[src/rtl/clock_chime.sv]
// Alarm clock back end: alarm time setting, alarm ring FSM with timeout,
// hourly chime and a single square-wave tone generator driving the buzzer.
module clock_chime #(
  parameter int LO_HALF   = 2,
  parameter int HI_HALF   = 1,
  parameter int RING_SECS = 60
) (
  input  logic       clk,
  input  logic       clr_n,
  input  logic [3:0] sec_01,
  input  logic [3:0] sec_10,
  input  logic [3:0] min_01,
  input  logic [3:0] min_10,
  input  logic [3:0] hour_01,
  input  logic [3:0] hour_10,
  input  logic       alarm_min_inc,
  input  logic       alarm_hour_inc,
  input  logic       alarm_en,
  input  logic       alarm_stop,
  output logic [3:0] al_min_01,
  output logic [3:0] al_min_10,
  output logic [3:0] al_hour_01,
  output logic [3:0] al_hour_10,
  output logic       ringing,
  output logic       buzzer
);
  typedef enum logic {IDLE, RING} state_t;
  typedef enum logic [1:0] {T_OFF, T_LO, T_HI} tone_t;

  localparam int MAXH = (LO_HALF > HI_HALF) ? LO_HALF : HI_HALF;
  localparam int DW   = (MAXH < 2) ? 1 : $clog2(MAXH);
  localparam logic [7:0] RING_LIM = 8'(RING_SECS);

  state_t      state, state_nxt;
  logic [7:0]  ring_cnt, cnt_nxt;
  logic [3:0]  prev_sec;
  logic        primed;
  logic        sec_tick, match;
  tone_t       tone, tone_q;
  logic [DW-1:0] div, half_m1;

  // primed suppresses a spurious tick in the first cycle after reset
  assign sec_tick = primed & (sec_01 != prev_sec);

  always_ff @(posedge clk or negedge clr_n) begin
    if (!clr_n) begin
      prev_sec <= '0;
      primed   <= 1'b0;
    end else begin
      prev_sec <= sec_01;
      primed   <= 1'b1;
    end
  end

  always_ff @(posedge clk or negedge clr_n) begin
    if (!clr_n) begin
      al_min_01  <= '0;
      al_min_10  <= '0;
      al_hour_01 <= '0;
      al_hour_10 <= '0;
    end else begin
      if (alarm_min_inc) begin
        if (al_min_01 == 4'd9) begin
          al_min_01 <= '0;
          al_min_10 <= (al_min_10 == 4'd5) ? 4'd0 : al_min_10 + 4'd1;
        end else begin
          al_min_01 <= al_min_01 + 4'd1;
        end
      end
      if (alarm_hour_inc) begin
        if ({al_hour_10, al_hour_01} == 8'h23) begin
          al_hour_10 <= '0;
          al_hour_01 <= '0;
        end else if (al_hour_01 == 4'd9) begin
          al_hour_01 <= '0;
          al_hour_10 <= al_hour_10 + 4'd1;
        end else begin
          al_hour_01 <= al_hour_01 + 4'd1;
        end
      end
    end
  end

  assign match = ({al_hour_10, al_hour_01, al_min_10, al_min_01} ==
                  {hour_10, hour_01, min_10, min_01}) &&
                 (sec_10 == 4'd0) && (sec_01 == 4'd0) && sec_tick;

  always_ff @(posedge clk or negedge clr_n) begin
    if (!clr_n) begin
      state    <= IDLE;
      ring_cnt <= '0;
    end else begin
      state    <= state_nxt;
      ring_cnt <= cnt_nxt;
    end
  end

  always_comb begin
    state_nxt = state;
    cnt_nxt   = ring_cnt;
    case (state)
      IDLE: if (match && alarm_en && !alarm_stop) begin
        state_nxt = RING;
        cnt_nxt   = '0;
      end
      RING: begin
        if (alarm_stop || !alarm_en || ring_cnt == RING_LIM) state_nxt = IDLE;
        else if (sec_tick) cnt_nxt = ring_cnt + 8'd1;
      end
      default: state_nxt = IDLE;
    endcase
  end

  assign ringing = (state == RING);

  // chime wins over the 1 s on / 1 s off alarm tone
  always_comb begin
    tone = T_OFF;
    if ({min_10, min_01} == 8'h59 && sec_10 == 4'd5 && sec_01 == 4'd9)
      tone = T_HI;
    else if ({min_10, min_01} == 8'h59 && sec_10 == 4'd5 && sec_01[0] &&
             sec_01 <= 4'd7)
      tone = T_LO;
    else if (state == RING && !sec_01[0])
      tone = T_LO;
  end

  assign half_m1 = (tone == T_HI) ? DW'(HI_HALF - 1) : DW'(LO_HALF - 1);

  // a new tone restarts the divider and opens with a full high half-period
  always_ff @(posedge clk or negedge clr_n) begin
    if (!clr_n) begin
      div    <= '0;
      buzzer <= 1'b0;
      tone_q <= T_OFF;
    end else begin
      tone_q <= tone;
      if (tone == T_OFF) begin
        div    <= '0;
        buzzer <= 1'b0;
      end else if (tone != tone_q) begin
        div    <= '0;
        buzzer <= 1'b1;
      end else if (div == half_m1) begin
        div    <= '0;
        buzzer <= ~buzzer;
      end else begin
        div <= div + 1'b1;
      end
    end
  end
endmodule

[config.mk]
export PLATFORM = sky130hd
export DESIGN_NAME = clock_chime
export DESIGN_NICKNAME = d
export VERILOG_FILES = /design/src/rtl/clock_chime.sv
export SDC_FILE = /design/constraint.sdc
export NUM_CORES = 1
export LEC_CHECK = 0
export BUFFER_PORTS_ARGS = -buffer_cell sky130_fd_sc_hd__clkbuf_2
export CORE_ASPECT_RATIO = 1.5
export CORE_MARGIN = 8
export CORE_UTILIZATION = 34
export CTS_BUF_LIST = sky130_fd_sc_hd__clkbuf_16
export DETAILED_ROUTE_END_ITERATION = 8
export SLEW_MARGIN = 5
export SYNTH_ARGS = -nofsm -noshare
export SYNTH_HDL_FRONTEND = slang
export SYNTH_SLANG_ARGS = --single-unit
[constraint.sdc]
create_clock -name clk -period 2.2 [get_ports clk]
set_input_delay 0.33 -clock clk [delete_from_list [all_inputs] [get_ports clk]]
set_output_delay 0.33 -clock clk [all_outputs]
set_load 0.02 [all_outputs]
* Word level (Yosys, flattened, before mapping) *
Index checks and enable logic that the tools add are counted.

cells by class
  bitwise logic cells = 3
  shift operators = 0
  eq/ne operators = 16
  multiplexer cells = 23
  add/subtract/negate cells = 6
  divide/modulo/power cells = 0
  $lt $le $gt $ge = 1
  $mul = 0
  reduce and logical (&&, ||, !) cells = 23

operators by type and width
  cell                                                 count
  2-to-1 mux 4 bit                                     6
  2-to-1 mux 8 bit                                     3
  adder 4 x 1 -> 4 bit, second input constant          4
  equality test 16 bit                                 1
  equality test 8 x 6 -> 1 bit, second input constant  2
  case mux 8 bit (2 select lines)                      1
  equality test 4 bit, second input constant           3
  logical AND 1 bit                                    10
  2-to-1 mux 1 bit                                     10
  adder 8 x 1 -> 8 bit, second input constant          1
  equality test 4 x 3 -> 1 bit, second input constant  2
  equality test 8 x 7 -> 1 bit, second input constant  1
  zero test 4 bit                                      2
  <= comparator 4 x 3 -> 1 bit, second input constant  1
  2-to-1 mux 2 bit                                     2
  != test 2 bit, second input constant                 2
  != test 4 bit                                        1
  AND reduction 2 bit                                  2
  zero test 1 bit                                      3
  AND reduction 3 bit                                  1
  nonzero test 3 bit                                   1
  equality test 2 bit, second input constant           1
  zero test 2 bit                                      1
  logical OR 1 bit                                     2
  other kinds (8)                                      9

word-level totals
  memory bits (writable) = 0
  bits in latches = 0
  word-level logic and storage cells = 83
  bits in read-only memories = 0
  input port bits = 30
  register bits = 34
  memories = 0

* Depth between registers and ports, before layout *
Gate-level depths: netlist of the first run.

  depth after elaboration = 12
  depth in mapped cells = 9
  mapped depth without buffers = 9

* Least setup slack after synthesis of the first run *
OpenSTA, ideal clock, no wires.

  path type = input port to flip-flop
  start = input port min_10[1]
  end = register buzzer
  cell stages on the path = 9
  data arrival time = 1.851 ns
  path slack = 0.210 ns
  required time = 2.061 ns
  library setup time = 0.139 ns
  path through = nor4bb_1 nand4_1 nor4_2 inv_1 ha_1 xnor2_1 nand2_1 a21oi_1 a41oi_1

on the way
  elaborated cells between the ends (all ways) = 15
  classes of those cells = eq/ne: 4; mux: 5; reduce/logical: 6

RTL lines
  what                               RTL line  source
  start: declaration                 13        input logic [3:0] min_10,
  equality test 8 x 7 -> 1 bit *     119       if ({min_10, min_01} == 8'h59 && sec_10 == 4'd5 && sec_01 == 4'd9)
  logical AND 1 bit * (2 in series)  119
  2-to-1 mux 2 bit *                 119
  via tone[1]                        39        tone_t tone, tone_q;
  equality test 2 bit                128       assign half_m1 = (tone == T_HI) ? DW'(HI_HALF - 1) : DW'(LO_HALF - 1);
  2-to-1 mux 1 bit                   128
  equality test 1 bit                144       end else if (div == half_m1) begin
  nonzero test 3 bit (no line)       n/a
  end signal: assignment             146       buzzer <= ~buzzer;
  end: declaration                   25        output logic buzzer

Mark *: on every way through the listed nets, which the timed path passes. The rest lies on a longest branch.
A chain may end at the register's enable or synchronous reset.

* Final worst setup path of the first run *
Same ends and word-level chain as after synthesis.

==> flow_summary.ini, run 1 <==
[routing]
vias = 1564
drtAntennaViolNets = 0
wl_mm = 4.55
drt_iter0_markers = 53
drc = 0
drt_first_pass_iters = 4
wl_per_cell_um = 14.5
vias_per_cell = 4.98

[clock_tree]
cts_hold_buf = 0
post_cts_buffers = 0
clkSlewWorstSetupHoldPaths_ns = 0.05
clockBufferDepth = 2
insertion_delay_ns = 0.27
clock_sinks = 34
cts_resized = 0
cts_buffers = 5
cts_tree = done
htree_levels = 2
root_buffer = clkbuf_16

[yosys]
async_reset_ff_share_pct = 100
synth_most_common_cell = dfrtp_1
ys_ff_latch = 34
synth_top_area_share_pct = 44.2
syn_nets = 226
yosys.area.top_type = dfrtp_1
syn_area_um2 = 1920
ys.flop_type = dfrtp_1
yosysWarnings = 0
syn_avg_cell_area_um2 = 10.2
synth_cells = 189
seq_area_frac_synth_pct = 44.2
synthTopCellsByArea = dfrtp_1 (44%), xor2_1 (10%), ha_1 (4.6%)
synth_cell_types = 40
synth_edf_count = 0
synth_commonest_cells = dfrtp_1 (34), xor2_1 (22), nor2_1 (14)

[status]
status = complete, no violations

[grt]
overflow = 0
antenna_found_initial = 0
grt_max_degree = 35
first_global_vias = 1669
grt_first_pass_wirelength_mm = 7.79
grt_usage_pct = 11.5

[sta]
min_period_ns = 1.91
grt_setup_unrepaired = false
setup_viol = 0
tightestPinTransition_ns = 0.865
maxSlewViolCount = 0
hold_slack_ns = 0.159
skew_ns = 0.00349
slew_headroom_pct = 42.3
fmax_ghz = 0.523
hold_viol = 0
period_share_pct = 86.9

[setup_path]
cp-start-kind = input port
critPathLaunch = min_10[1]
r2r_start = al_hour_01[2]
worstPathRequired_ns = 2.34
end_kind = flop
criticalPathCategory = input port to flop
cp_max_fo = 2
crit_arrival_ns = 2.05
r2r_slack_ns = 0.44

[hold_path]
hold_path.class = input port to asynchronous set/reset pin

[cells_and_area]
areaGrowthSynthToFinish_pct = 24.5
drive_gt1_share_pct = 27.5
nets = 282
num_antenna_cells = 0
fin_area_um2 = 2390

[pwr]
p_per_area_nw_per_um2 = 963
p_leak_nw = 1.14
peakVddDrop_mv = 0.629
p_total_mw = 2.30

[place]
gp_congestion = 0.770
portBuffers = 47
hpwl_mm = 3.60
dpl_cell_area_um2 = 2260

[floorplanning]
start_util_pct = 35.3
die-width_um = 77.4
core_area_um2 = 5450
num_rows = 33
die_area_um2 = 8370
die_h_um = 108
io-pin-count = 48

[run]
cap_violations = 0
-- worst max-delay path, stage by stage --
cell and delay [ns]:
clkbuf_2 0.10, nor4bb_1 0.27, nand4_1 0.16, nor4_2 0.28
inv_1 0.10, ha_1 0.31, xnor2_1 0.20, nand2_1 0.08
a21oi_1 0.15, a41oi_1 0.06
-- placed cells by master, fill, tap and decap left out, types with 2 or more instances in the layout --
cell type | netlist | layout
mux2_2 | 3 | 3
o31ai_1 | 3 | 3
xor2_1 | 22 | 22
a21oi_1 | 3 | 3
nor2_1 | 14 | 14
nand3_1 | 12 | 12
nor3b_1 | 2 | 2
clkbuf_2 | 0 | 47
nand4_1 | 2 | 2
o22ai_1 | 2 | 2
nor3_1 | 6 | 6
clkbuf_16 | 0 | 5
ha_1 | 7 | 7
nand2_1 | 13 | 13
nor4_1 | 7 | 7
mux2i_1 | 2 | 2
and3_1 | 2 | 2
nor4_2 | 3 | 3
buf_4 | 0 | 3
a31oi_1 | 2 | 2
o21ai_0 | 6 | 6
dfrtp_1 | 34 | 34
nor2b_1 | 5 | 5
xnor2_1 | 10 | 10
inv_1 | 10 | 10
a41oi_1 | 2 | 2
-- through the flow --
| stage | setup slack (ns) | util (%) | setup TNS, ns | instances |
|---|---|---|---|---|
| floorplan | 0.210 | - | 0 | 189 |
| finish | 0.288 | 43.9 | 0 | 314 |
| detailed placement | -0.0258 | 41.6 | -0.0258 | 308 |
| global placement | 0.0351 | 41.6 | 0 | 308 |
| CTS | 0.263 | 43.9 | 0 | 314 |
| global route | 0.0556 | 43.9 | 0 | 314 |
-- registers in the layout, summed over array words and instances, names as in the netlist --
| signal | flops |
|---|---|
| ringing | 1 |
| div | 1 |
| al_min_10 | 4 |
| al_hour_01 | 4 |
| buzzer | 1 |
| prev_sec | 4 |
| al_hour_10 | 4 |
| al_min_01 | 4 |
| ring_cnt | 8 |
| primed | 1 |
| tone_q | 2 |
-- metal layers --
metal | vias to the layer above | track usage [%] | share of wire [%]
met5 | - | 0 | 0
met4 | 0 | 5.28 | 1.7
met3 | 4 | 3.16 | 5.1
met2 | 41 | 19.3 | 47
met1 | 749 | 13.3 | 46
li1 | 770 | - | -
-- cells by family after synthesis --
logic type,Yosys count,share of synthesized area [%]
simple gates,76,22.4
flops,34,44.2
xor+xnor,32,14.6
compound gates,23,9.04
buf+inv,11,2.15
fa+ha+maj,7,4.55
mux,5,2.80
other cells,1,0.195
-- path summary, 6_finish.rpt --
kind                                  to  cells past startpoint
max                               buzzer                     10
min                        al_hour_10[2]                      1
max reg2reg                  ring_cnt[1]                      5
min reg2reg                       buzzer                      1
max in group asynchronous    ring_cnt[0]                      1
min in group clk             prev_sec[1]                      1
-- final cells by class --
class / count / area [µm²]
clock inverters: 1 / 3.75
well taps: 70 / 87.6
multi-input cells: 144 / 1030
clock buffers: 5 / 125
flip-flops and latches: 34 / 851
inverters: 10 / 37.5
repair buffers: 50 / 258
fillers: 573 / 3060
-- report_power, final --
group	switching [mW]	leakage (nW)	internal, mW	total, mW
Clock	0.239	0.0632	0.402	0.641
Sequential	0.198	0.431	0.746	0.944
Combinational	0.413	0.645	0.306	0.719
Total	0.850	1.14	1.45	2.30
(Power assumes the default switching activity.)
==> run 2: changes to the inputs <==
clock period = 2.1 ns   (was 2.2 ns; I/O delays follow)
==> run 2 against run 1 <==
Register-to-register slack got worse by 0.11 ns. Utilization up 1.2 points. Clock skew up 0.0014 ns. Flip-flop and latch count stayed put. Total power grew 5.1%. Largest cell class unchanged. Final area up 2.8%. Global-route usage increased by 0.30 points. Worst hold slack got worse by 0.097 ns. Via count down 0.58%. Critical endpoint unchanged. Sequential share of layout area shrank 0.96 points. Clock power up 4.8%. Count of clock-buffer cells in the layout unchanged.
==> flow_summary.ini, run 2 (synthesis gave the netlist of run 1 again) <==
[status]
status = complete, no violations

[grt]
use_met2_pct = 19.6
antenna_found_initial = 0
grt_usage_pct = 11.8
first_global_vias = 1730
met3_usage_pct = 4.24
grt_max_degree = 35
grt_busiest_layer = met2
use_met1_pct = 12.7
grt_first_pass_wirelength_mm = 7.83
overflow = 0

[pwr]
p_total_mw = 2.42
switchingPower_mw = 0.890
p_per_area_nw_per_um2 = 984
peakVddDrop_mv = 0.558
swShare_pct = 36.7
p_leak_nw = 1.17
intPower_mw = 1.53
p_clk_share_pct = 27.7
p_seq_share_pct = 40.6
p_comb_share_pct = 31.6

[setup_path]
cp-start-kind = input port
end_kind = flop
worstPathRequired_ns = 2.25
crit_arrival_ns = 2.01
cp_max_fo = 2
criticalPathCategory = input port to flop

[clock_tree]
root_buffer = clkbuf_16
htree_levels = 2
clock_sinks = 34
clkSlewWorstSetupHoldPaths_ns = 0.05
cts_tree = done
post_cts_buffers = 0
insertion_delay_ns = 0.28
clockBufferDepth = 2
cts_buffers = 5

[routing]
drc = 0
vias = 1555
drt_iter0_markers = 45
vias_per_cell = 4.84
wl_per_cell_um = 14.4
drtAntennaViolNets = 0
wl_mm = 4.62
drt_first_pass_iters = 4

[cells_and_area]
final_cell_mix = clkbuf_2 (47), dfrtp_1 (34), xor2_1 (22)
fin_area_um2 = 2460
max_flop_register = ring_cnt
drive_gt1_share_pct = 30.3
num_antenna_cells = 0
areaGrowthSynthToFinish_pct = 27.9
largest_reg_flops = 8
layout_commonest_cell = clkbuf_2
nets = 289

[sta]
maxSlewViolCount = 0
skew_ns = 0.00493
fmax_ghz = 0.536
fin_tns_setup_ns = 0
setup_viol = 0
slew_headroom_pct = 66.7
grt_setup_unrepaired = false
tightestPinTransition_ns = 0.493
min_period_ns = 1.86
period_share_pct = 88.8
hold_viol = 0

[place]
hpwl_mm = 3.61
portBuffers = 47
gp_congestion = 0.795
dpl_cell_area_um2 = 2320

[floorplanning]
io-pin-count = 48
num_rows = 33
die_area_um2 = 8370
core_area_um2 = 5450
die-width_um = 77.4
start_util_pct = 35.3
die_h_um = 108

[run]
cap_violations = 0

[hold_path]
hold_path.class = input port to asynchronous set/reset pin
run 2: worst max-delay path, stage by stage:
cell and delay (ns):
clkbuf_2 0.10, nor4bb_2 0.26, nand4_1 0.16, nor4_2 0.33, inv_1 0.09, ha_1 0.33, xnor2_2 0.16, nand2_1 0.07
a21oi_1 0.14, a41oi_1 0.05
run 2: power groups by stage:
| stage | clock network [mW] | registers, mW | logic, mW |
|---|---|---|---|
| 2_1_floorplan | 0 | 1.11 | 0.353 |
| 3_3_place_gp | 0 | 0.998 | 0.770 |
| 3_5_place_dp | 0 | 1.00 | 0.779 |
| 4_1_cts | 0.697 | 0.989 | 0.783 |
| 5_1_grt | 0.729 | 1.02 | 0.854 |
| 6_report | 0.672 | 0.984 | 0.765 |
run 2: per-stage QoR:
stage	hold slack [ns]	worst slack, ns	cells	util (%)
6_report	0.0623	0.235	321	45.1
5_1_grt	0.125	0.00269	321	45.1
4_1_cts	0.0880	0.227	321	44.9
3_5_place_dp	0.383	-0.0497	315	42.5
3_3_place_gp	0.378	-0.0227	315	42.5
2_1_floorplan	0.0194	0.125	189	-
run 2: layout make-up:
type,instances,area [µm²]
multi-input combinational,144,1040
clock inverter,1,3.75
inverter,10,37.5
timing repair buffer,57,310
fill,568,2990
tap,70,87.6
clock buffer,5,125
sequential,34,851
run 2: final timing paths:
check                                 to  depth (start not counted)     startpoint  slack, ns
setup / recovery                  buzzer                         10      min_10[2]       0.24
hold / removal             al_hour_10[2]                          2          clr_n       0.06
setup reg to reg             ring_cnt[0]                          5  al_hour_01[2]       0.33
hold reg to reg                   buzzer                          1      tone_q[0]       0.53
max in group asynchronous    ring_cnt[0]                          2          clr_n       1.72
min in group clk             prev_sec[2]                          1      sec_01[2]       0.21
run 2: metal layers:
metal / vias up / part of all wire (%)
li1: 786 / -
met1: 721 / 43
met2: 40 / 47
met3: 8 / 6.5
met4: 0 / 2.8
met5: - / 0
run 2: repair_timing:
item / CTS / global route
resized for setup: 0 / 2
setup endpoints to repair: 0 / 1
hold buffers: 0 / 0
==> run 3: changes to the inputs <==
CAP_MARGIN = 20   (was default)
PLACE_DENSITY = 0.59   (was default)
RECOVER_POWER = 100   (was default)
==> run 3 against run 2 <==
Global-route usage down 0.23 points. Highest routed layer unchanged. Register-to-register slack got worse by 0.06 ns. Setup slack lost 0.060 ns.
==> flow_summary.ini, run 3 (synthesis gave the netlist of run 1 again) <==
[sta]
fmax_ghz = 0.520
hold_viol = 0
slew_headroom_pct = 22.0
maxSlewViolCount = 0
tightestPinTransition_ns = 1.17
fin_ws_ns = 0.176
fin_tns_setup_ns = 0
setup_viol = 0
min_period_ns = 1.92
skew_ns = 0.00461
period_share_pct = 91.6

[cells_and_area]
nets = 290
stdcell_count = 324
drive_gt1_share_pct = 20.5
areaGrowthSynthToFinish_pct = 27.0
max_flop_register = ring_cnt
largest_reg_flops = 8
final_cell_mix = dfrtp_1 (34), clkbuf_1 (26), clkbuf_2 (23)
layout_commonest_cell = dfrtp_1
num_antenna_cells = 0

[floorplanning]
die_h_um = 108
io-pin-count = 48
die-width_um = 77.4
start_util_pct = 35.3
num_rows = 33
die_area_um2 = 8370
core_area_um2 = 5450

[grt]
antenna_found_initial = 0
grt_first_pass_wirelength_mm = 7.76
grt_usage_pct = 11.6
grt_max_degree = 22
first_global_vias = 1695
overflow = 0

[clock_tree]
insertion_delay_ns = 0.28
root_buffer = clkbuf_16
cts_buffers = 5
htree_levels = 2
cts_hold_buf = 0
cts_tree = done
clock_sinks = 34
clockBufferDepth = 2
clkSlewWorstSetupHoldPaths_ns = 0.06

[status]
status = complete, no violations

[place]
gp_congestion = 0.796
pre_cts_slack_ns = -0.0922
hpwl_mm = 3.70
portBuffers = 47
dp_cells = 315

[pwr]
p_total_mw = 2.42
peakVddDrop_mv = 0.557
p_per_area_nw_per_um2 = 992
p_leak_nw = 1.10

[run]
cap_violations = 0

[setup_path]
cp-start-kind = input port
critPathLaunch = min_10[3]
cp-endpoint = buzzer
cp_max_fo = 2
r2r_start = al_hour_01[2]
crit_arrival_ns = 2.06
r2r_end = al_hour_10[2]
reg2reg_depth = 5
r2r_slack_ns = 0.27
end_kind = flop
worstPathRequired_ns = 2.23
criticalPathCategory = input port to flop

[routing]
drtAntennaViolNets = 0
drt_first_pass_iters = 4
drc = 0
wl_mm = 4.75
drt_iter0_markers = 72
vias_per_cell = 4.91
wl_per_cell_um = 14.6
vias = 1591

[hold_path]
hold_path.class = input port to flop
[run 3: cell count changes in the layout (fill, tap and decap cells not counted)]
cell        delta
and2_1         -1
clkbuf_4       +1
nor4_2         -1
ha_1           -1
ha_4           +1
clkinvlp_4     +1
clkbuf_2      -24
nor4_1         +1
nor4bb_1       +1
clkbuf_1      +26
and2_0         +1
clkinv_2       +1
nor4bb_2       -1
buf_4          -2
[run 3: layout make-up]
cell class	count	area (µm²)
Clock buffer	5	125
Clock inverter	3	16.3
Fill cell	562	3010
Inverter	10	37.5
Multi-Input combinational cell	144	1040
Sequential cell	34	851
Tap cell	70	87.6
Timing Repair Buffer	58	280
[run 3: what timing repair did]
item | CTS | global route
setup endpoints to repair | 0 | 1
setup buffers | 0 | 1
resized for setup | 0 | 3
[run 3: layer usage]
metal	GRT usage (%)	vias to the layer above	wire, µm
li1	-	798	-
met1	12.3	744	2030
met2	20.4	40	2370
met3	2.99	9	217
met4	6.50	0	128
met5	0	-	0
[run 3: through the flow]
| step | hold WS, ns | util [%] | area [µm²] |
|---|---|---|---|
| global placement | 0.331 | 42.5 | 2320 |
| floorplan | 0.0194 | - | 1920 |
| detailed placement | 0.334 | 42.5 | 2320 |
| CTS | 0.0381 | 45.1 | 2460 |
| finish | 0.206 | 44.8 | 2440 |
| global route | 0.207 | 44.8 | 2440 |
[run 3: power breakdown]
| group | total (mW) | internal (mW) | switching, mW | leakage, nW |
|---|---|---|---|---|
| logic | 0.729 | 0.291 | 0.438 | 0.600 |
| registers | 0.982 | 0.781 | 0.201 | 0.431 |
| clock network | 0.710 | 0.433 | 0.278 | 0.0672 |
[run 3: critical path: stages]
cell and delay, ns:
clkbuf_1 0.10, nor4bb_1 0.28, nand4_1 0.16, nor4_2 0.36
inv_1 0.15, ha_4 0.27, xnor2_2 0.14, nand2_1 0.07
a21oi_1 0.15, a41oi_1 0.07
[run 3: how the worst min path moves through the flow]
stage               from             to  slack, ns  cells past startpoint
5_1_grt        sec_01[1]    prev_sec[1]       0.21                      1
3_3_place_gp       clr_n  al_hour_10[2]       0.33                      1
4_1_cts            clr_n    ring_cnt[5]       0.04                      1
3_5_place_dp       clr_n  al_hour_10[3]       0.33                      1
2_1_floorplan      clr_n  al_hour_01[0]       0.02                      0
6_report       sec_01[1]    prev_sec[1]       0.21                      1
